$ cat config.mk
export PLATFORM = sky130hd
export DESIGN_NAME = mult32x32_job_sequencer
export DESIGN_NICKNAME = d
export VERILOG_FILES = /design/src/rtl/mult32x32_job_sequencer_pkg.sv /design/src/rtl/mult32x32_job_sequencer_fifo.sv /design/src/rtl/mult32x32_job_sequencer.sv
export SDC_FILE = /design/constraint.sdc
export NUM_CORES = 1
export LEC_CHECK = 0
export CAP_MARGIN = 10
export CORE_ASPECT_RATIO = 0.7
export CORE_UTILIZATION = 45
export CTS_BUF_LIST = sky130_fd_sc_hd__clkbuf_8
export DETAILED_ROUTE_END_ITERATION = 6
export PLACE_DENSITY = 0.7
export SLEW_MARGIN = 20
export SYNTH_ARGS = -nofsm -noshare
export SYNTH_HDL_FRONTEND = slang
export SYNTH_HIERARCHICAL = 1
export SYNTH_SLANG_ARGS = --single-unit
$ cat constraint.sdc
create_clock -name clk -period 4.3 [get_ports clk]
set_input_delay 0.43 -clock clk [delete_from_list [all_inputs] [get_ports clk]]
set_output_delay 0.43 -clock clk [all_outputs]
set_load 0.01 [all_outputs]
$ cat src/rtl/mult32x32_job_sequencer_pkg.sv
// Shared types for the 32x32 multiplier job sequencer: operand/product words,
// the buffered operand pair and the issue FSM states.
package mult_pkg;
  localparam int unsigned OPERAND_W = 32;
  localparam int unsigned PRODUCT_W = 64;

  typedef logic [OPERAND_W-1:0] operand_t;
  typedef logic [PRODUCT_W-1:0] product_t;

  typedef struct packed {
    operand_t a;
    operand_t b;
  } op_pair_t;

  typedef enum logic [1:0] {
    IDLE  = 2'd0,
    ISSUE = 2'd1,
    WAIT  = 2'd2,
    HOLD  = 2'd3
  } seq_state_t;
endpackage

$ cat src/rtl/mult32x32_job_sequencer_fifo.sv
// Synchronous operand-pair FIFO; head is registered storage, so a pushed
// entry becomes visible at the output one cycle after the push.
module mult_op_fifo
  import mult_pkg::*;
#(
  parameter int unsigned FIFO_DEPTH = 4
) (
  input  logic     clk,
  input  logic     reset,
  input  logic     push,
  input  logic     pop,
  input  op_pair_t wdata,
  output op_pair_t rdata,
  output logic     full,
  output logic     empty
);
  localparam int unsigned PTR_W = (FIFO_DEPTH > 1) ? $clog2(FIFO_DEPTH) : 1;
  localparam int unsigned CNT_W = PTR_W + 1;

  op_pair_t         mem [FIFO_DEPTH];
  logic [PTR_W-1:0] wr_ptr;
  logic [PTR_W-1:0] rd_ptr;
  logic [CNT_W-1:0] count;
  logic             do_push;
  logic             do_pop;

  assign full    = (count == CNT_W'(FIFO_DEPTH));
  assign empty   = (count == '0);
  assign do_push = push & !full;
  assign do_pop  = pop & !empty;
  assign rdata   = mem[rd_ptr];

  // Pointers wrap naturally because the depth is a power of two.
  always_ff @(posedge clk) begin
    if (reset) begin
      wr_ptr <= '0;
      rd_ptr <= '0;
      count  <= '0;
    end else begin
      if (do_push) wr_ptr <= wr_ptr + PTR_W'(1);
      if (do_pop)  rd_ptr <= rd_ptr + PTR_W'(1);
      case ({do_push, do_pop})
        2'b10:   count <= count + CNT_W'(1);
        2'b01:   count <= count - CNT_W'(1);
        default: count <= count;
      endcase
    end
  end

  always_ff @(posedge clk) begin
    if (do_push) mem[wr_ptr] <= wdata;
  end
endmodule

$ cat src/rtl/mult32x32_job_sequencer.sv
// Feeds buffered operand pairs to mult32x32_fast one at a time over start/busy
// and returns each product, in issue order, on a valid/ready output.
module mult32x32_job_sequencer
  import mult_pkg::*;
#(
  parameter int unsigned FIFO_DEPTH = 4
) (
  input  logic        clk,
  input  logic        reset,
  input  logic        in_valid,
  output logic        in_ready,
  input  logic [31:0] in_a,
  input  logic [31:0] in_b,
  output logic        mult_start,
  output logic [31:0] mult_a,
  output logic [31:0] mult_b,
  input  logic        mult_busy,
  input  logic [63:0] mult_product,
  output logic        out_valid,
  input  logic        out_ready,
  output logic [63:0] out_product
);
  seq_state_t state_q;
  seq_state_t state_d;
  op_pair_t   head;
  op_pair_t   in_pair;
  logic       fifo_full;
  logic       fifo_empty;
  logic       push;
  logic       pop;
  logic       capture;
  logic       out_free;

  // Ready is held low while reset is asserted, independent of FIFO contents.
  assign in_ready = !fifo_full & !reset;
  assign push     = in_valid & in_ready;
  assign out_free = !out_valid | out_ready;
  assign in_pair  = '{a: in_a, b: in_b};

  mult_op_fifo #(.FIFO_DEPTH(FIFO_DEPTH)) u_fifo (
    .clk   (clk),
    .reset (reset),
    .push  (push),
    .pop   (pop),
    .wdata (in_pair),
    .rdata (head),
    .full  (fifo_full),
    .empty (fifo_empty)
  );

  always_ff @(posedge clk) begin
    if (reset) state_q <= IDLE;
    else       state_q <= state_d;
  end

  // HOLD parks a finished product until the output register can take it.
  always_comb begin
    state_d = state_q;
    pop     = 1'b0;
    capture = 1'b0;
    case (state_q)
      IDLE: begin
        if (!fifo_empty && !mult_busy) begin
          pop     = 1'b1;
          state_d = ISSUE;
        end
      end
      ISSUE: state_d = WAIT;
      WAIT: begin
        if (!mult_busy) begin
          if (out_free) begin
            capture = 1'b1;
            state_d = IDLE;
          end else begin
            state_d = HOLD;
          end
        end
      end
      HOLD: begin
        if (out_free) begin
          capture = 1'b1;
          state_d = IDLE;
        end
      end
      default: state_d = IDLE;
    endcase
  end

  // Operands load only on the pop edge, so they stay frozen through the busy window.
  always_ff @(posedge clk) begin
    if (reset) begin
      mult_start  <= 1'b0;
      mult_a      <= '0;
      mult_b      <= '0;
      out_valid   <= 1'b0;
      out_product <= '0;
    end else begin
      mult_start <= pop;
      if (pop) begin
        mult_a <= head.a;
        mult_b <= head.b;
      end
      if (capture) begin
        out_valid   <= 1'b1;
        out_product <= mult_product;
      end else if (out_ready) begin
        out_valid <= 1'b0;
      end
    end
  end
endmodule

# == Word-level counts from Yosys, hierarchy flattened ==
# Memory sizes are Yosys's and may differ from the RTL's. A register that Yosys moved wholly into a read port is not among the register bits.
# Cells that the tools add are included.
# word_totals
register_bits,75
ram_bits,256
in_bits,133
output_inout_bits,131
wordCells,52
memories,1
# classes
add_sub_neg,4
n_eq_ne,9
mux,15
n_bitwise,5
reduce_logical,11
# memory_table
memory,words,word_bits,read_ports,rd_ports_with_merged_regs,wr,line,source
u_fifo.mem,4,64,1,1,1,mult32x32_job_sequencer_fifo.sv:20,op_pair_t mem [FIFO_DEPTH];
# ops
operator,count
$mux W1,8
$mux W2,4
$pmux W2 S4,1
$eq A2 B2 Y1 const B,3
$ne A2 B2 Y1 const B,3
$pmux W3 S2,1
$logic_not A1 Y1,5
$add A2 B1 Y2 const B,2
$and A1 B1 Y1,4
$eq A2 B1 Y1 const B,2
$reduce_bool A2 Y1,2
$add A3 B1 Y3 const B,1
$eq A3 B3 Y1 const B,1
$logic_not A3 Y1,1
$reduce_and A3 Y1,1
$sub A3 B1 Y3 const B,1
$logic_not A2 Y1,1
$pmux W1 S2,1
$logic_and A1 B1 Y1,1
$or A1 B1 Y1,1

# == Logic depth before layout (Yosys ltp) ==
# logic_depth
depth_word,8
depth_mapped,14
depth_no_buf,12

# == Hierarchy ==
# The synthesis kept the hierarchy.
# by_module_without_submodules
mod,n_inst,cells_each,area_each_um2,seq_area_each_um2
mult_op_fifo,1,388,9785.6,7867.5
mult32x32_job_sequencer,1,575,5188.7,2642.5

# == Worst setup path after synthesis ==
# OpenSTA, ideal clock, no wires.
# synth_path
path_kind,input to register
from,input reset
to,"memory u_fifo/mem[0][0] in the netlist's numbering, enable pin"
setup_time_ps,429
arrival_time_ps,3132
required_ps,3871
setup_slack_ps,739
path_stages,8
path_buffers,3
path_cell_list,clkbuf_1 clkbuf_1 clkbuf_1 nor2_1 and2_1 inv_1 nor2_1 and2_1
# synth_between
elab_chain_cells,6
# synth_lines
element,line,source
"start, declared",mult32x32_job_sequencer.sv:9,"input logic reset,"
$logic_not A1 Y1,mult32x32_job_sequencer.sv:35,assign in_ready = !fifo_full & !reset;
$and A1 B1 Y1,mult32x32_job_sequencer.sv:35,
net in_ready,mult32x32_job_sequencer.sv:11,"output logic in_ready,"
$and A1 B1 Y1,mult32x32_job_sequencer.sv:36,assign push = in_valid & in_ready;
net push,mult32x32_job_sequencer.sv:29,logic push;
$and A1 B1 Y1,mult32x32_job_sequencer_fifo.sv:29,assign do_push = push & !full;
$mux W1,mult32x32_job_sequencer_fifo.sv:51,if (do_push) mem[wr_ptr] <= wdata;
$mux W1 (not written as such),mult32x32_job_sequencer_fifo.sv:51,
"end, declared",mult32x32_job_sequencer_fifo.sv:20,
# The timed path passes the listed nets, and every way through them passes these cells.

# == Final worst setup path ==
# layout_path
from,register u_fifo.count[0]
to,register u_fifo.count[2]
# layout_between
elab_chain_cells,8
word_cells_on_any_way,17
cone_classes,2 x add/sub; 3 x eq/ne; 3 x mux; 4 x bitwise; 5 x reduce/logical
# layout_lines
element,line,source
"start, declared",mult32x32_job_sequencer_fifo.sv:23,logic [CNT_W-1:0] count;
"start signal, assigned",mult32x32_job_sequencer_fifo.sv:43,2'b10: count <= count + CNT_W'(1);
"start signal, assigned",mult32x32_job_sequencer_fifo.sv:44,2'b01: count <= count - CNT_W'(1);
"start signal, assigned",mult32x32_job_sequencer_fifo.sv:45,default: count <= count;
$logic_not A3 Y1 *,mult32x32_job_sequencer_fifo.sv:28,assign empty = (count == '0);
net fifo_empty,mult32x32_job_sequencer.sv:28,logic fifo_empty;
$logic_not A1 Y1 *,"mult32x32_job_sequencer_fifo.sv:30, mult32x32_job_sequencer.sv:63",
$logic_and A1 B1 Y1,mult32x32_job_sequencer.sv:63,if (!fifo_empty && !mult_busy) begin
$mux W1,mult32x32_job_sequencer.sv:63,
$mux W1,mult32x32_job_sequencer.sv:61,case (state_q)
$and A1 B1 Y1 *,mult32x32_job_sequencer_fifo.sv:30,assign do_pop = pop & !empty;
net u_fifo.do_pop,mult32x32_job_sequencer_fifo.sv:25,logic do_pop;
$eq A2 B1 Y1 / $eq A2 B2 Y1 (equally long branches),mult32x32_job_sequencer_fifo.sv:42,"case ({do_push, do_pop})"
$pmux W3 S2 / $reduce_bool A2 Y1 (equally long branches),n/a,
# The timed path passes the listed nets; every way through them passes the cells marked *.
# A chain may end at the register's enable or synchronous reset.

==> impl_metrics.toml <==
[synthesis]
synth-seq-cells = 397
synth_area_mm2 = 0.0150
synthFlopType = "edfxtp_1"
synthTopCellsByCount = "edfxtp_1 (256), dfxtp_1 (141), nand2b_1 (131)"
synthArstFlopShare_pct = 0
ys_top_cells_by_area = "edfxtp_1 (51%), dfxtp_1 (19%), mux4_2 (9.0%), nand2b_1 (5.5%), mux2i_1 (4.3%)"
syn_nets = 1102
yosys_warnings = 6
ys_types = 30
syn_area_per_cell_um2 = 15.5
yosysMostFrequentCell = "edfxtp_1"
synth_top_area_share_pct = 51.3
synth_cells = 963
synth_top_area_cell = "edfxtp_1"
synth-seq-area-share_pct = 70.2
synth_edf_count = 256

[clock_tree]
cts_buffers = 58
post_cts_buffers = 0
cts.clk_slew.worst_paths_ps = 60
ctsHoldBuffers = 0
cts_resized = 0
insertion_delay_ps = 620
clockRootBuffer = "clkbuf_8"
cts_tree = "built"
clock_tree.buffer_depth = 3
htree_levels = 2
clock_sinks = 397

[timing]
setup_violations = 0
rsz0062_at_grt = "false"
holdWs_ps = 390
period_minus_slack_ps = 2670
post-route-period-util_pct = 62.2
timing.slew.headroom_pct = 30.1
fmax_mhz = 374
fin_ws_ps = 1630
setup-tns-final_ps = 0
tightest_slew_ps = 1050
final-hold-violation-count = 0
slew_violations = 0
fin_worst_skew_ps = 27.0

[detailed_routing]
drt-total-wl_um = 32400
dr.first_iter.drc_count = 565
drc = 16
avgRoutedWirePerCell_um = 18.9
ant_nets = 0
avgViaCountPerCell = 4.98
vias = 8537
dr.pass1.iters = 7

[power]
ir_drop_v = 0.000223
power.leakage_nw = 6.19
power.density_mw_per_mm2 = 409

[global_route]
antenna_found_initial = 2
grt_pass1_vias = 8689
track_usage_pct = 19.1
grt.overflow.total = 0
grt_pass1_wl_um = 49500
grt_max_degree = 126

[critical_path]
endpoint_kind = "flop"
regToRegEndpoint = "u_fifo/count[2]$_SDFFE_PP0P_"
crit_arrival_ps = 3200
r2r_slack_ps = 1630
crit_required_ps = 4820
r2r_start = "u_fifo/count[0]$_SDFFE_PP0P_"
reg2reg_depth = 11
critPathCapture = "u_fifo/count[2]$_SDFFE_PP0P_"
startpoint_type = "flop"
cp_max_fo = 5
startpoint = "u_fifo/count[0]$_SDFFE_PP0P_"
worstSetupPathType = "reg2reg"

[floorplan]
die_h_um = 155
dieWidth_um = 220
io_pins = 264
core-area_mm2 = 0.0326
die_area_mm2 = 0.0340
placementRows = 55
start_util_pct = 46.0

[final_layout]
drive_above_1_share_pct = 12.7
area_growth_pct = 27.4
fill_cells = 2549
final_util_pct = 58.6
post-route-cell-area_mm2 = 0.0191
nNetsFinal = 1376

[placement]
hpwl_um = 19400
postPlaceCellArea_mm2 = 0.0179
place_congestion = 0.716
place_ws_ps = 1250
port_buffers = 263

[outcome]
violations = "design-rule violations"
status = "finished, violations left"

[min_path]
min_from = "mult_product[63]"
hold_class = "in2reg"

[run]
drv_cap = 0
==> metal layers <==
layer / routed length, um / part of all wire (%) / global-route usage [%] / vias up
met3: 1890 / 5.8 / 4.72 / 60
met2: 15300 / 47 / 29.6 / 219
met5: 10 / 0.031 / 0 / -
met4: 644 / 2.0 / 5.71 / 2
li1: - / - / - / 4057
met1: 14600 / 45 / 26.7 / 4199
==> stage by stage <==
step / std cells / total power [mW]
after global routing: 1714 / 8.13
after floorplan: 963 / 4.59
after detailed placement: 1604 / 4.90
after CTS: 1714 / 7.93
after global placement: 1604 / 4.89
final: 1715 / 7.81
==> layout make-up <==
type	instances	area (um^2)	area share [%]
flip-flops and latches	397	10500	55.1
multi-input cells	497	4050	21.2
repair buffers	274	2760	14.5
clock buffers	68	936	4.91
well taps	427	534	2.80
clock inverters	42	244	1.28
inverters	9	33.8	0.177
diodes	1	2.50	0.0131
==> cell usage in the layout (no fill, tap or decap), types with 2 or more instances in the layout <==
cell type and instances:
nor2_1 10, clkbuf_8 68, mux4_1 4, a21oi_1 70
dfxtp_4 2, clkdlybuf4s50_1 262, xor2_1 3, ha_1 5
or3_1 3, dfxtp_1 139, nand2_1 129, inv_1 23
nor3_1 2, edfxtp_1 256, clkinv_2 8, o21ai_0 3
clkinv_1 14, bufinv_16 2, nand2b_1 131, buf_4 8
buf_12 4, mux2i_1 65, and2_4 4, mux4_2 60
==> critical path, cell delays in order (launching register included) <==
cell	delay (ps)
dfxtp_1	440
nor3_1	110
or4_2	580
inv_2	80
o31ai_1	100
inv_1	90
ha_1	170
inv_1	60
fa_1	370
xor2_1	150
or3_1	300
a21oi_1	150
==> flip-flops by register name, summed over array words and instances, names as in the netlist, named ones only <==
name,cells
u_fifo/wr_ptr,2
mult_b,32
u_fifo/mem,256
state_q,2
mult_a,32
mult_start,1
u_fifo/rd_ptr,2
out_valid,1
out_product,64
u_fifo/count,3
==> kinds of logic after synthesis <==
| family | synth area share, % |
|---|---|
| and+or+nand+nor | 9.63 |
| muxes | 14.1 |
| AOI/OAI and AO/OA | 2.49 |
| buffers and inverters | 2.90 |
| adders and majority gates | 0.551 |
| DFF | 70.2 |
| xor gates and xnor gates | 0.175 |
==> how the worst min path moves through the flow <==
stage | endpoint | cells after the start
floorplan | flop | 2
global placement | mult_a[20]$_SDFFE_PP0P_ | 2
detailed placement | mult_a[23]$_SDFFE_PP0P_ | 2
CTS | out_product[63]$_SDFFE_PP0P_ | 3
global route | out_product[0]$_SDFFE_PP0P_ | 3
finish | out_product[63]$_SDFFE_PP0P_ | 3
==> power breakdown <==
| group | total [mW] | switching (mW) | internal (mW) |
|---|---|---|---|
| Combinational | 0.600 | 0.277 | 0.323 |
| Sequential | 4.21 | 0.0510 | 4.16 |
| Clock | 3.00 | 1.43 | 1.57 |
No activity file was read; power rests on OpenSTA's default activity.
